<file path="src/rtl/raster_blitter.sv">
// Rectangle raster walker: scans a W x H sprite region row-major, drives the sprite ROM
// address and delays x/y/plot to line up with ROM data. Optional TRANSPARENT_EN gates plot by KEY_COLOUR.
module raster_blitter #(
    parameter int X_W = 9,
    parameter int Y_W = 8,
    parameter int ADDR_W = 16,
    parameter int COLOUR_W = 3,
    parameter int ROM_LAT = 1,
    parameter int SCREEN_W = 320,
    parameter int SCREEN_H = 240,
    parameter logic [COLOUR_W-1:0] KEY_COLOUR = '0
) (
    input  logic                clk,
    input  logic                reset,
    input  logic                start,
    input  logic                abort,
    input  logic [X_W-1:0]      x0,
    input  logic [Y_W-1:0]      y0,
    input  logic [X_W-1:0]      width,
    input  logic [Y_W-1:0]      height,
    input  logic [ADDR_W-1:0]   base_addr,
    output logic [ADDR_W-1:0]   rom_addr,
    input  logic [COLOUR_W-1:0] rom_data,
    output logic [X_W-1:0]      x,
    output logic [Y_W-1:0]      y,
    output logic [COLOUR_W-1:0] colour,
    output logic                plot,
    output logic                busy,
    output logic                done
);

    typedef enum logic [1:0] {IDLE, SCAN, DRAIN} state_t;

    localparam logic [X_W:0] SCR_W = (X_W + 1)'(SCREEN_W);
    localparam logic [Y_W:0] SCR_H = (Y_W + 1)'(SCREEN_H);
    localparam logic [1:0] DRAIN_LAST = 2'(ROM_LAT - 1);
`ifdef TRANSPARENT_EN
    localparam bit KEY_EN = 1'b1;
`else
    localparam bit KEY_EN = 1'b0;
`endif

    state_t state;
    logic [X_W-1:0] x0_r;
    logic [X_W-1:0] width_r;
    logic [X_W-1:0] col;
    logic [Y_W-1:0] y0_r;
    logic [Y_W-1:0] height_r;
    logic [Y_W-1:0] row;
    logic [1:0] drain_cnt;
    logic last_col;
    logic last_row;
    logic [X_W:0] xsum;
    logic [Y_W:0] ysum;

    logic [ROM_LAT-1:0] vld;
    logic [X_W:0] xs [ROM_LAT];
    logic [Y_W:0] ys [ROM_LAT];

    assign last_col = (col == width_r - 1'b1);
    assign last_row = (row == height_r - 1'b1);
    // One bit wider than the coordinate so off-screen pixels never wrap back into view
    assign xsum = {1'b0, x0_r} + {1'b0, col};
    assign ysum = {1'b0, y0_r} + {1'b0, row};

    always_ff @(posedge clk or posedge reset) begin
        if (reset) begin
            state     <= IDLE;
            rom_addr  <= '0;
            busy      <= 1'b0;
            done      <= 1'b0;
            x0_r      <= '0;
            y0_r      <= '0;
            width_r   <= '0;
            height_r  <= '0;
            col       <= '0;
            row       <= '0;
            drain_cnt <= '0;
        end else begin
            done <= 1'b0;
            case (state)
                IDLE: begin
                    if (start && !abort) begin
                        x0_r     <= x0;
                        y0_r     <= y0;
                        width_r  <= width;
                        height_r <= height;
                        col      <= '0;
                        row      <= '0;
                        if (width == '0 || height == '0) begin
                            done <= 1'b1;
                        end else begin
                            rom_addr <= base_addr;
                            busy     <= 1'b1;
                            state    <= SCAN;
                        end
                    end
                end
                SCAN: begin
                    if (abort) begin
                        state <= IDLE;
                        busy  <= 1'b0;
                    end else if (last_col && last_row) begin
                        state     <= DRAIN;
                        drain_cnt <= '0;
                    end else begin
                        rom_addr <= rom_addr + 1'b1;
                        if (last_col) begin
                            col <= '0;
                            row <= row + 1'b1;
                        end else begin
                            col <= col + 1'b1;
                        end
                    end
                end
                DRAIN: begin
                    if (abort) begin
                        state <= IDLE;
                        busy  <= 1'b0;
                    end else if (drain_cnt == DRAIN_LAST) begin
                        state <= IDLE;
                        busy  <= 1'b0;
                        done  <= 1'b1;
                    end else begin
                        drain_cnt <= drain_cnt + 1'b1;
                    end
                end
                default: begin
                    state <= IDLE;
                    busy  <= 1'b0;
                end
            endcase
        end
    end

    // Delay line matching the ROM read latency
    always_ff @(posedge clk or posedge reset) begin
        if (reset) begin
            vld <= '0;
            for (int i = 0; i < ROM_LAT; i++) begin
                xs[i] <= '0;
                ys[i] <= '0;
            end
        end else if (abort && state != IDLE) begin
            vld <= '0;
        end else begin
            vld[0] <= (state == SCAN);
            xs[0]  <= xsum;
            ys[0]  <= ysum;
            for (int i = 1; i < ROM_LAT; i++) begin
                vld[i] <= vld[i-1];
                xs[i]  <= xs[i-1];
                ys[i]  <= ys[i-1];
            end
        end
    end

    assign x      = xs[ROM_LAT-1][X_W-1:0];
    assign y      = ys[ROM_LAT-1][Y_W-1:0];
    assign colour = rom_data;
    assign plot   = vld[ROM_LAT-1] && (xs[ROM_LAT-1] < SCR_W) && (ys[ROM_LAT-1] < SCR_H)
                    && (!KEY_EN || rom_data != KEY_COLOUR);

endmodule

</file>
<file path="config.mk">
export PLATFORM = sky130hd
export DESIGN_NAME = raster_blitter
export DESIGN_NICKNAME = d
export VERILOG_FILES = /design/src/rtl/raster_blitter.sv
export SDC_FILE = /design/constraint.sdc
export NUM_CORES = 1
export LEC_CHECK = 0
export ABC_AREA = 1
export BUFFER_PORTS_ARGS = -buffer_cell sky130_fd_sc_hd__buf_2
export CAP_MARGIN = 20
export CORE_ASPECT_RATIO = 0.6
export CORE_MARGIN = 2
export CORE_UTILIZATION = 60
export DETAILED_ROUTE_END_ITERATION = 16
export HOLD_SLACK_MARGIN = 0.1
export PLACE_DENSITY_LB_ADDON = 0.3
export REMOVE_ABC_BUFFERS = 1
export SYNTH_ARGS = -nofsm -noshare
export SYNTH_HDL_FRONTEND = slang
export SYNTH_SLANG_ARGS = --single-unit
</file>
<file path="constraint.sdc">
create_clock -name clk -period 5 [get_ports clk]
set_clock_uncertainty 0.05 [all_clocks]
set_input_delay 0.5 -clock clk [delete_from_list [all_inputs] [get_ports clk]]
set_output_delay 0.5 -clock clk [all_outputs]
set_load 0.05 [all_outputs]
</file>
## Yosys cells after proc, flatten, opt, wreduce, memory -nomap -nowiden

Index checks and enable logic that the tools add are counted.

| word-level totals | value |
|---|---|
| register bits after elaboration | 93 |
| bits in latches | 0 |
| RAM bits | 0 |
| ROM bits | 0 |
| bits of input ports | 57 |
| output and inout port bits | 39 |
| memories kept | 0 |

| cells by class | value |
|---|---|
| add/subtract/negate cells | 8 |
| $mul | 0 |
| divide/modulo/power cells | 0 |
| $lt $le $gt $ge | 2 |
| equal/unequal tests | 15 |
| shift-type cells | 0 |
| multiplexer cells | 39 |
| bitwise gates (word level) | 0 |
| reduce and logical (&&, ||, !) cells | 21 |

Operators with widths:

| operator | count |
|---|---|
| 2-to-1 mux 16 bit | 4 |
| 2-to-1 mux 9 bit | 4 |
| 2-to-1 mux 8 bit | 4 |
| one-hot mux 16 bit (2 select lines) | 1 |
| 2-to-1 mux 2 bit | 10 |
| != test 2 bit, second input constant | 9 |
| one-hot mux 9 bit (2 select lines) | 1 |
| adder 16 x 1 -> 16 bit, second input constant | 1 |
| one-hot mux 8 bit (2 select lines) | 1 |
| AND reduction 5 bit | 3 |
| AND reduction 4 bit | 3 |
| adder 9 x 9 -> 10 bit | 1 |
| less-than comparator 10 x 9 -> 1 bit, second input constant | 1 |
| 2-to-1 mux 1 bit | 10 |
| adder 8 x 8 -> 9 bit | 1 |
| adder 9 x 1 -> 9 bit, second input constant | 1 |
| == test 9 bit | 1 |
| logical NOT 9 bit | 1 |
| less-than comparator 9 x 8 -> 1 bit, second input constant | 1 |
| subtractor 9 x 1 -> 9 bit, second input constant | 1 |
| adder 8 x 1 -> 8 bit, second input constant | 1 |
| == test 8 bit | 1 |
| logical NOT 8 bit | 1 |
| subtractor 8 x 1 -> 8 bit, second input constant | 1 |
| 14 further kinds | 22 |

## Logic depth before layout (Yosys ltp)

Gate-level depths: netlist of run 1.

| logic depth | value |
|---|---|
| depth in word-level cells | 6 |
| mapped depth | 16 |

## Worst setup path before layout of run 1

Ideal clock, no wire load.

| path | value |
|---|---|
| path kind | register -> register |
| start | register rom_addr[0] |
| end | register rom_addr[14] |
| library setup time | 0.067 ns |
| arrival time | 2.003 ns |
| data required time | 4.883 ns |
| setup slack | 2.880 ns |
| cell stages (with the launch flop) | 11 |
| period minus slack after synthesis | 2.120 ns |
| path through | dfrtp_1 ha_1 nand3_1 nor2_1 nand4_1 inv_1 nand4_1 xor2_1 o21ai_0 nand2_1 nand2_1 |

| on the way | value |
|---|---|
| word-level cells in the longest chain between the ends | 4 |

Ends and longest elaborated chain:

| what | line | source |
|---|---|---|
| start: declaration | 22 | `output logic [ADDR_W-1:0] rom_addr,` |
| start signal: assignment | 93 | `rom_addr <= base_addr;` |
| start signal: assignment | 107 | `rom_addr <= rom_addr + 1'b1;` |
| adder 16 x 1 -> 16 bit | 107 |  |
| 2-to-1 mux 16 bit | 103 | `end else if (last_col && last_row) begin` |
| 2-to-1 mux 16 bit | 100 | `if (abort) begin` |
| one-hot mux 16 bit (2 select lines) | 81 | `case (state)` |

Every way passes these cells. The select of a mux whose other input is x is not followed.
A chain may end at the register's enable or synchronous reset.

## Worst setup path after layout of run 1

| path | value |
|---|---|
| start | register state[0] |
| end | register col[3] |

| on the way | value |
|---|---|
| word-level cells in the longest chain between the ends | 3 |
| elaborated cells on any way between the ends | 8 |
| those cells by class | 4 x eq/ne; 1 x mux; 3 x reduce/logical |

Ends and longest elaborated chain:

| what | line | source |
|---|---|---|
| start: declaration | 43 | `state_t state;` |
| start signal: assignment | 68 | `state <= IDLE;` |
| start signal: assignment | 95 | `state <= SCAN;` |
| start signal: assignment | 101 | `state <= IDLE;` |
| == test 2 x 1 -> 1 bit / logical NOT 2 bit (equally long branches) | 81 |  |
| != test 2 bit (no line) / nonzero test 2 bit (equally long branches) | - |  |
| AND reduction 4 bit (no line) | - |  |
| end signal: assignment | 112 | `col <= col + 1'b1;` |
| end: declaration | 46 | `logic [X_W-1:0] col;` |

Several ways; a longest one is shown, not always the timed one.

==> results of run 1 <==
## worst max path at each step
stage                     from            to  slack, ps
floorplan                reset          busy       2030
global placement         abort          done       2620
detailed placement       abort          done       2570
CTS                 width_r[0]  rom_addr[15]       2570
global route        width_r[0]   rom_addr[8]       2300
finish                state[0]        col[3]       2510
## sequential cells by signal, summed over array words and instances (netlist names)
signal	count
rom_addr	16
xs	10
col	9
width_r	9
x0_r	9
ys	9
height_r	8
row	8
y0_r	8
drain_cnt	2
state	2
busy	1
done	1
vld	1
## per-layer routing
layer | part of all wire, % | GRT usage (%)
met5 | 0 | 0
met4 | 1.1 | 6.989
met3 | 6.0 | 6.055
met2 | 46 | 45.13
met1 | 47 | 38.16
## layout by cell type, fill, tap and decap left out, types with 4 or more instances in the layout
cell       instances
buf_4              5
nor2_2             4
dfrtp_1           93
nand2_2            8
inv_1             92
nor3_1             5
nand2_1          278
xor2_1            23
clkbuf_16          9
buf_2             89
o21ai_2           10
a31oi_1            4
nor2_1            60
ha_1              23
a21oi_1           12
xnor2_1           11
o21ai_0           53
nand4_1           14
nand3_1           56
nor4_1             5
## Yosys cell counts, types with 4 or more instances
master    instances
xor2_1           23
a31oi_1           4
inv_1            93
nor4_1            5
clkbuf_1         14
buf_4            20
a21oi_1          12
ha_1             23
nor2_2            4
nand2_1         278
o21ai_0          53
o21ai_2          10
nand4_1          14
nor3_1            5
nor2_1           60
nand3_1          56
xnor2_1          11
nand2_2           8
dfrtp_1          93
## metrics by stage
step	instances	util [%]	setup slack, ps
4_1_cts	1025	68.94	2567
3_5_place_dp	1010	65.36	2573
2_1_floorplan	781	-	2030
6_report	1025	68.94	2506
3_3_place_gp	1010	65.36	2617
5_1_grt	1025	68.94	2299
## area by class of cell
class | instances | area, um^2 | share of cell area, %
Clock inverter | 4 | 95.09 | 1.416
Tap cell | 135 | 168.9 | 2.516
Multi-Input combinational cell | 590 | 3018 | 44.95
Inverter | 98 | 369.1 | 5.498
Timing Repair Buffer | 94 | 483.0 | 7.193
Sequential cell | 93 | 2327 | 34.66
Clock buffer | 11 | 252.7 | 3.764
## where the power goes
| part | internal (uW) | leakage, uW | total (uW) | switching (uW) |
|---|---|---|---|---|
| clock network | 512 | 0.000172 | 795 | 282 |
| registers | 941 | 0.00119 | 1120 | 182 |
| logic | 362 | 0.00224 | 1280 | 922 |
| total | 1820 | 0.00360 | 3200 | 1390 |
## worst register-to-register path, stage by stage (launching register included)
cell and delay [ps]:
dfrtp_1 430, inv_1 60, nor2_1 740, inv_1 140, buf_4 310, nand2_1 160, nand2_4 150, nand2_2 210
nand2_1 100, nand2_1 90
## kinds of logic (layout without fill, tap and decap cells)
family | Yosys count | in the layout | synth area share, %
flip-flops | 93 | 93 | 39.12
buffers and inverters | 135 | 207 | 10.16
XOR/XNOR | 34 | 34 | 5.005
adder cells (fa/ha/maj) | 25 | 25 | 5.510
AO/OA/AOI/OAI | 91 | 91 | 9.022
AND/OR/NAND/NOR | 440 | 440 | 31.19
==> impl_metrics.json, run 1 <==
{
  "status": "finished clean",
  "worstSkewPairLatency_ps": 340,
  "power-per-cell-area_nw_per_um2": 476.9,
  "crit_buf_inv": 3,
  "reg2reg_depth": 9,
  "hp-class": "primary input to async pin",
  "vias": 5464,
  "cts.sinks": 93,
  "arrival_ps": 2720,
  "holdWs_ps": 231.9,
  "syn_inst": 818,
  "min_period_ps": 2494,
  "grtUsageTotal_pct": 27.69,
  "pin_count": 96,
  "cts_buffer_depth": 2,
  "routabilityCongestion": 0.8688,
  "wirelength_mm": 13.97,
  "nets": 968,
  "cpLargestDelayFamily": "simple AND/OR/NAND/NOR gates",
  "worst-path-max-fanout": 39,
  "crit_path_top_delay_cell": "nor2_1",
  "reg2reg_from": "state[0]",
  "crit_path_cell_trace": "inv_1 -> nor2_1 -> inv_1 -> buf_4 -> nand2_1 -> nand2_4 -> nand2_2 -> nand2_1 -> nand2_1",
  "dieWidth_um": 132.6,
  "syn_area_um2": 5949,
  "end_kind": "register",
  "dieArea_um2": 10750,
  "yosys_most_used_dff": "dfrtp_1",
  "startpoint_type": "register",
  "syn2layout_area_growth_pct": 12.85,
  "core-area_um2": 9739,
  "design_area_um2": 6714,
  "timing.critical_path.mode_cell": "nand2_1",
  "yosys.area.top_type": "dfrtp_1",
  "synthDistinctLibCells": 36,
  "clkTransAtPathRegs_ps": 60,
  "ys_top_cells_by_area": "dfrtp_1, nand2_1, inv_1",
  "irDropWorstVdd_mv": 0.2639,
  "initial_core_util_pct": 61.09,
  "dpl_cell_area_um2": 6366,
  "finalHoldViolations": 0,
  "ys_warn_count": 0,
  "synth_seq_cells": 93,
  "ctsResizeCount": 0,
  "rsz0062_at_grt": "no",
  "worst-setup-path-type": "register to register",
  "ant_nets": 0,
  "cts_setup_buffers": 0,
  "async_flop_share_pct": 100.0,
  "antenna_found_initial": 0,
  "worst_pin_slew_ps": 977.5,
  "report.final.setup_viol": 0,
  "drive_gt1_share_pct": 16.07,
  "place.port_buffers": 89,
  "row_count": 28,
  "finalSetupTns_ps": 0,
  "cts_hold_buf": 0,
  "grt_pass1_wl_mm": 23.94,
  "netlist.area_leader.share_pct": 39.12,
  "fillCellCount": 856,
  "avgSynthCellArea_um2": 7.273,
  "cp.required_ps": 5230,
  "maxCapViolCount": 0,
  "cts_made_buffers": 9,
  "fmax_mhz": 400.9,
  "leakage_uw": 0.003597,
  "ys_seq_area_share_pct": 39.12,
  "drv_slew": 0,
  "min_period_over_period_pct": 49.89,
  "power_uw": 3202,
  "cts_tree": "built",
  "num_antenna_cells": 0,
  "wl_per_cell_um": 13.63,
  "die_h_um": 81.13,
  "grt-ovfl-total": 0,
  "grt_pass1_vias": 5181,
  "viasPerCell": 5.331,
  "drtIter0Drc": 504,
  "timing.slew.headroom_pct": 34.59,
  "path_depth": 9,
  "reg2reg_slack_ps": 2510,
  "firstDrtPassIters": 5,
  "reg2reg_to": "col[3]",
  "cpPeakStageDelay_ps": 740,
  "hpwl_mm": 10.38,
  "drc": 0,
  "synth_edf_count": 0,
  "cts_root_buf": "clkbuf_16",
  "grt_max_degree": 48,
  "htreeDepth": 3
}
No activity file was read; power rests on OpenSTA's default activity.
==> run 2, diff against run 1 <==
Settings changed: ABC_AREA 1 to 0, CORE_UTILIZATION 60 to 51.
Clock period 5 ns to 2.1 ns, I/O delays scaled along.
==> impl_metrics.json, run 2 <==
{
  "synthDistinctLibCells": 60,
  "grt_pass1_vias": 5411,
  "drive_gt1_share_pct": 35.36,
  "grt-ovfl-total": 0,
  "dieArea_um2": 11640,
  "synth_seq_cells": 93,
  "grt_max_degree": 49,
  "core-area_um2": 10520,
  "yosysMostFrequentCell": "nand2_1",
  "clkTransAtPathRegs_ps": 70,
  "violations": "negative setup slack",
  "crit_path_top_delay_cell": "or4_4",
  "place.port_buffers": 89,
  "layout_commonest_cell": "nand2_1",
  "cts_tree": "built",
  "status": "finished with violations",
  "ant_nets": 0,
  "hpwl_mm": 10.84,
  "min_period_ps": 2846,
  "leakage_uw": 0.003747,
  "worst-setup-path-type": "register to register",
  "ys_top_cells_by_area": "dfrtp_1, nand2_1, ha_1",
  "syn_area_um2": 5489,
  "worstSkewPairLatency_ps": 350,
  "crit_path_cell_trace": "or4_4 -> or3_4 -> a21oi_2 -> o2111a_1 -> and4bb_4 -> buf_6 -> nand2_4 -> nand3_4 -> clkinvlp_4 -> a22o_1",
  "holdWs_ps": 118.0,
  "vias": 5663,
  "irDropWorstVdd_mv": 0.6743,
  "avgSynthCellArea_um2": 8.458,
  "worst-path-max-fanout": 6,
  "worst_pin_slew_ps": 816.8,
  "synthAdderAreaFrac_pct": 5.972,
  "cts.sinks": 93,
  "cts_buffer_depth": 2,
  "nets": 934,
  "timing.slew.headroom_pct": 45.30,
  "report.final.setup_viol": 41,
  "arrival_ps": 3030,
  "synth_edf_count": 0,
  "largestRegisters": "rom_addr (16), xs (10)",
  "htreeDepth": 3,
  "pin_count": 96,
  "viasPerCell": 5.686,
  "grt_pass1_wl_mm": 26.18,
  "drc": 0,
  "end_kind": "register",
  "cts_root_buf": "clkbuf_16",
  "async_flop_share_pct": 100.0,
  "min_period_over_period_pct": 135.5,
  "netlist.area_leader.share_pct": 42.40,
  "row_count": 29,
  "setup_slack_ps": -745.8,
  "antenna_found_initial": 0,
  "ys_seq_area_share_pct": 42.40,
  "synthMuxAreaShare_pct": 0.7294,
  "final_cell_mix": "nand2_1, dfrtp_1, buf_2",
  "yosys_most_used_dff": "dfrtp_1",
  "synth-xor-area-share_pct": 4.149,
  "drv_slew": 0,
  "finalHoldViolations": 0,
  "cp.required_ps": 2290,
  "initial_core_util_pct": 52.16,
  "cpPeakStageDelay_ps": 540,
  "power_uw": 6667,
  "netlist_top_cells_count": "nand2_1, dfrtp_1, a21oi_1",
  "hp-class": "primary input to register",
  "ys_warn_count": 0,
  "wirelength_mm": 17.18,
  "die_h_um": 84.36,
  "synth-compound-area-share_pct": 15.82,
  "yosys.area.top_type": "dfrtp_1",
  "largest_reg_flops": 16,
  "regMostFlops": "rom_addr",
  "fmax_mhz": 351.4,
  "syn2layout_area_growth_pct": 45.00,
  "power-per-cell-area_nw_per_um2": 837.7,
  "grtUsageTotal_pct": 28.78,
  "drtIter0Drc": 418,
  "rsz0062_at_grt": "yes",
  "startpoint_type": "register",
  "routabilityCongestion": 0.8836,
  "wl_per_cell_um": 17.25,
  "num_antenna_cells": 0,
  "yosys.area_share.simple_pct": 24.25,
  "dieWidth_um": 137.9,
  "maxCapViolCount": 0,
  "cts_made_buffers": 9,
  "firstDrtPassIters": 5,
  "syn_inst": 649,
  "synth_top_family_by_area": "simple AND/OR/NAND/NOR gates"
}
[run 2: final cells by class]
cell class	count	area, um^2
repair buffers	236	1768
repair inverters	1	7.507
clock inverters	5	60.06
clock buffers	11	232.7
well taps	139	173.9
multi-input cells	482	3261
inverters	29	125.1
fillers	695	2564
flip-flops and latches	93	2331
[run 2: critical path, delay by kind of cell, from the launching register on]
family          cells  cell delay [ps]
buf+inv             2              310
flops               1              380
compound gates      3              670
simple gates        5             1330
[run 2: per-layer routing]
metal / up-vias / wire [um] / global-route usage (%)
met5: - / 0 / 0
met4: 0 / 289 / 7.236
met3: 33 / 1439 / 6.522
met2: 302 / 7866 / 45.00
met1: 2688 / 7588 / 40.74
li1: 2640 / - / -
[run 2: through the flow]
stage / setup slack [ps] / utilization [%] / area [um^2] / instances / TNS (ps)
after CTS: -730.5 / 71.63 / 7537 / 987 / -24140
final: -745.8 / 75.64 / 7959 / 996 / -23150
after global placement: -719.0 / 61.95 / 6519 / 915 / -20890
after floorplan: -4073 / - / 5231 / 604 / -204640
after global routing: -836.3 / 75.64 / 7959 / 996 / -27130
after detailed placement: -787.4 / 61.95 / 6519 / 915 / -24560
[run 2: final timing paths]
path                                   start     endpoint  slack [ps]  cells after the start
worst max register to register   height_r[2]  rom_addr[3]        -750                     10
worst max-delay path             height_r[2]  rom_addr[3]        -750                     10
max in group asynchronous              reset   width_r[2]         980                      4
worst min register to register         ys[0]        ys[0]         440                      2
min in group asynchronous              reset        xs[0]         410                      3
worst min-delay path            base_addr[5]  rom_addr[5]         120                      3
[run 2: kinds of logic after synthesis]
logic type,after synthesis
adder cells (fa/ha/maj),25
buffers and inverters,74
AO/OA/AOI/OAI,142
XOR/XNOR,26
flip-flops,93
multiplexers,4
AND/OR/NAND/NOR,285
[run 2: where the power goes]
group	internal [uW]	leakage (uW)	total, uW	switching [uW]
clock	929	0.000140	1640	716
sequential	2100	0.00116	2380	281
combinational	1060	0.00245	2640	1580
[run 2: what timing repair did]
item	4_1_cts	5_1_grt
setup buffers	18	15
gates cloned	3	0
hold buffers	38	1
setup endpoints to repair	45	47
hold endpoints to repair	68	1
gates resized for setup	52	96
pin swaps	25	51
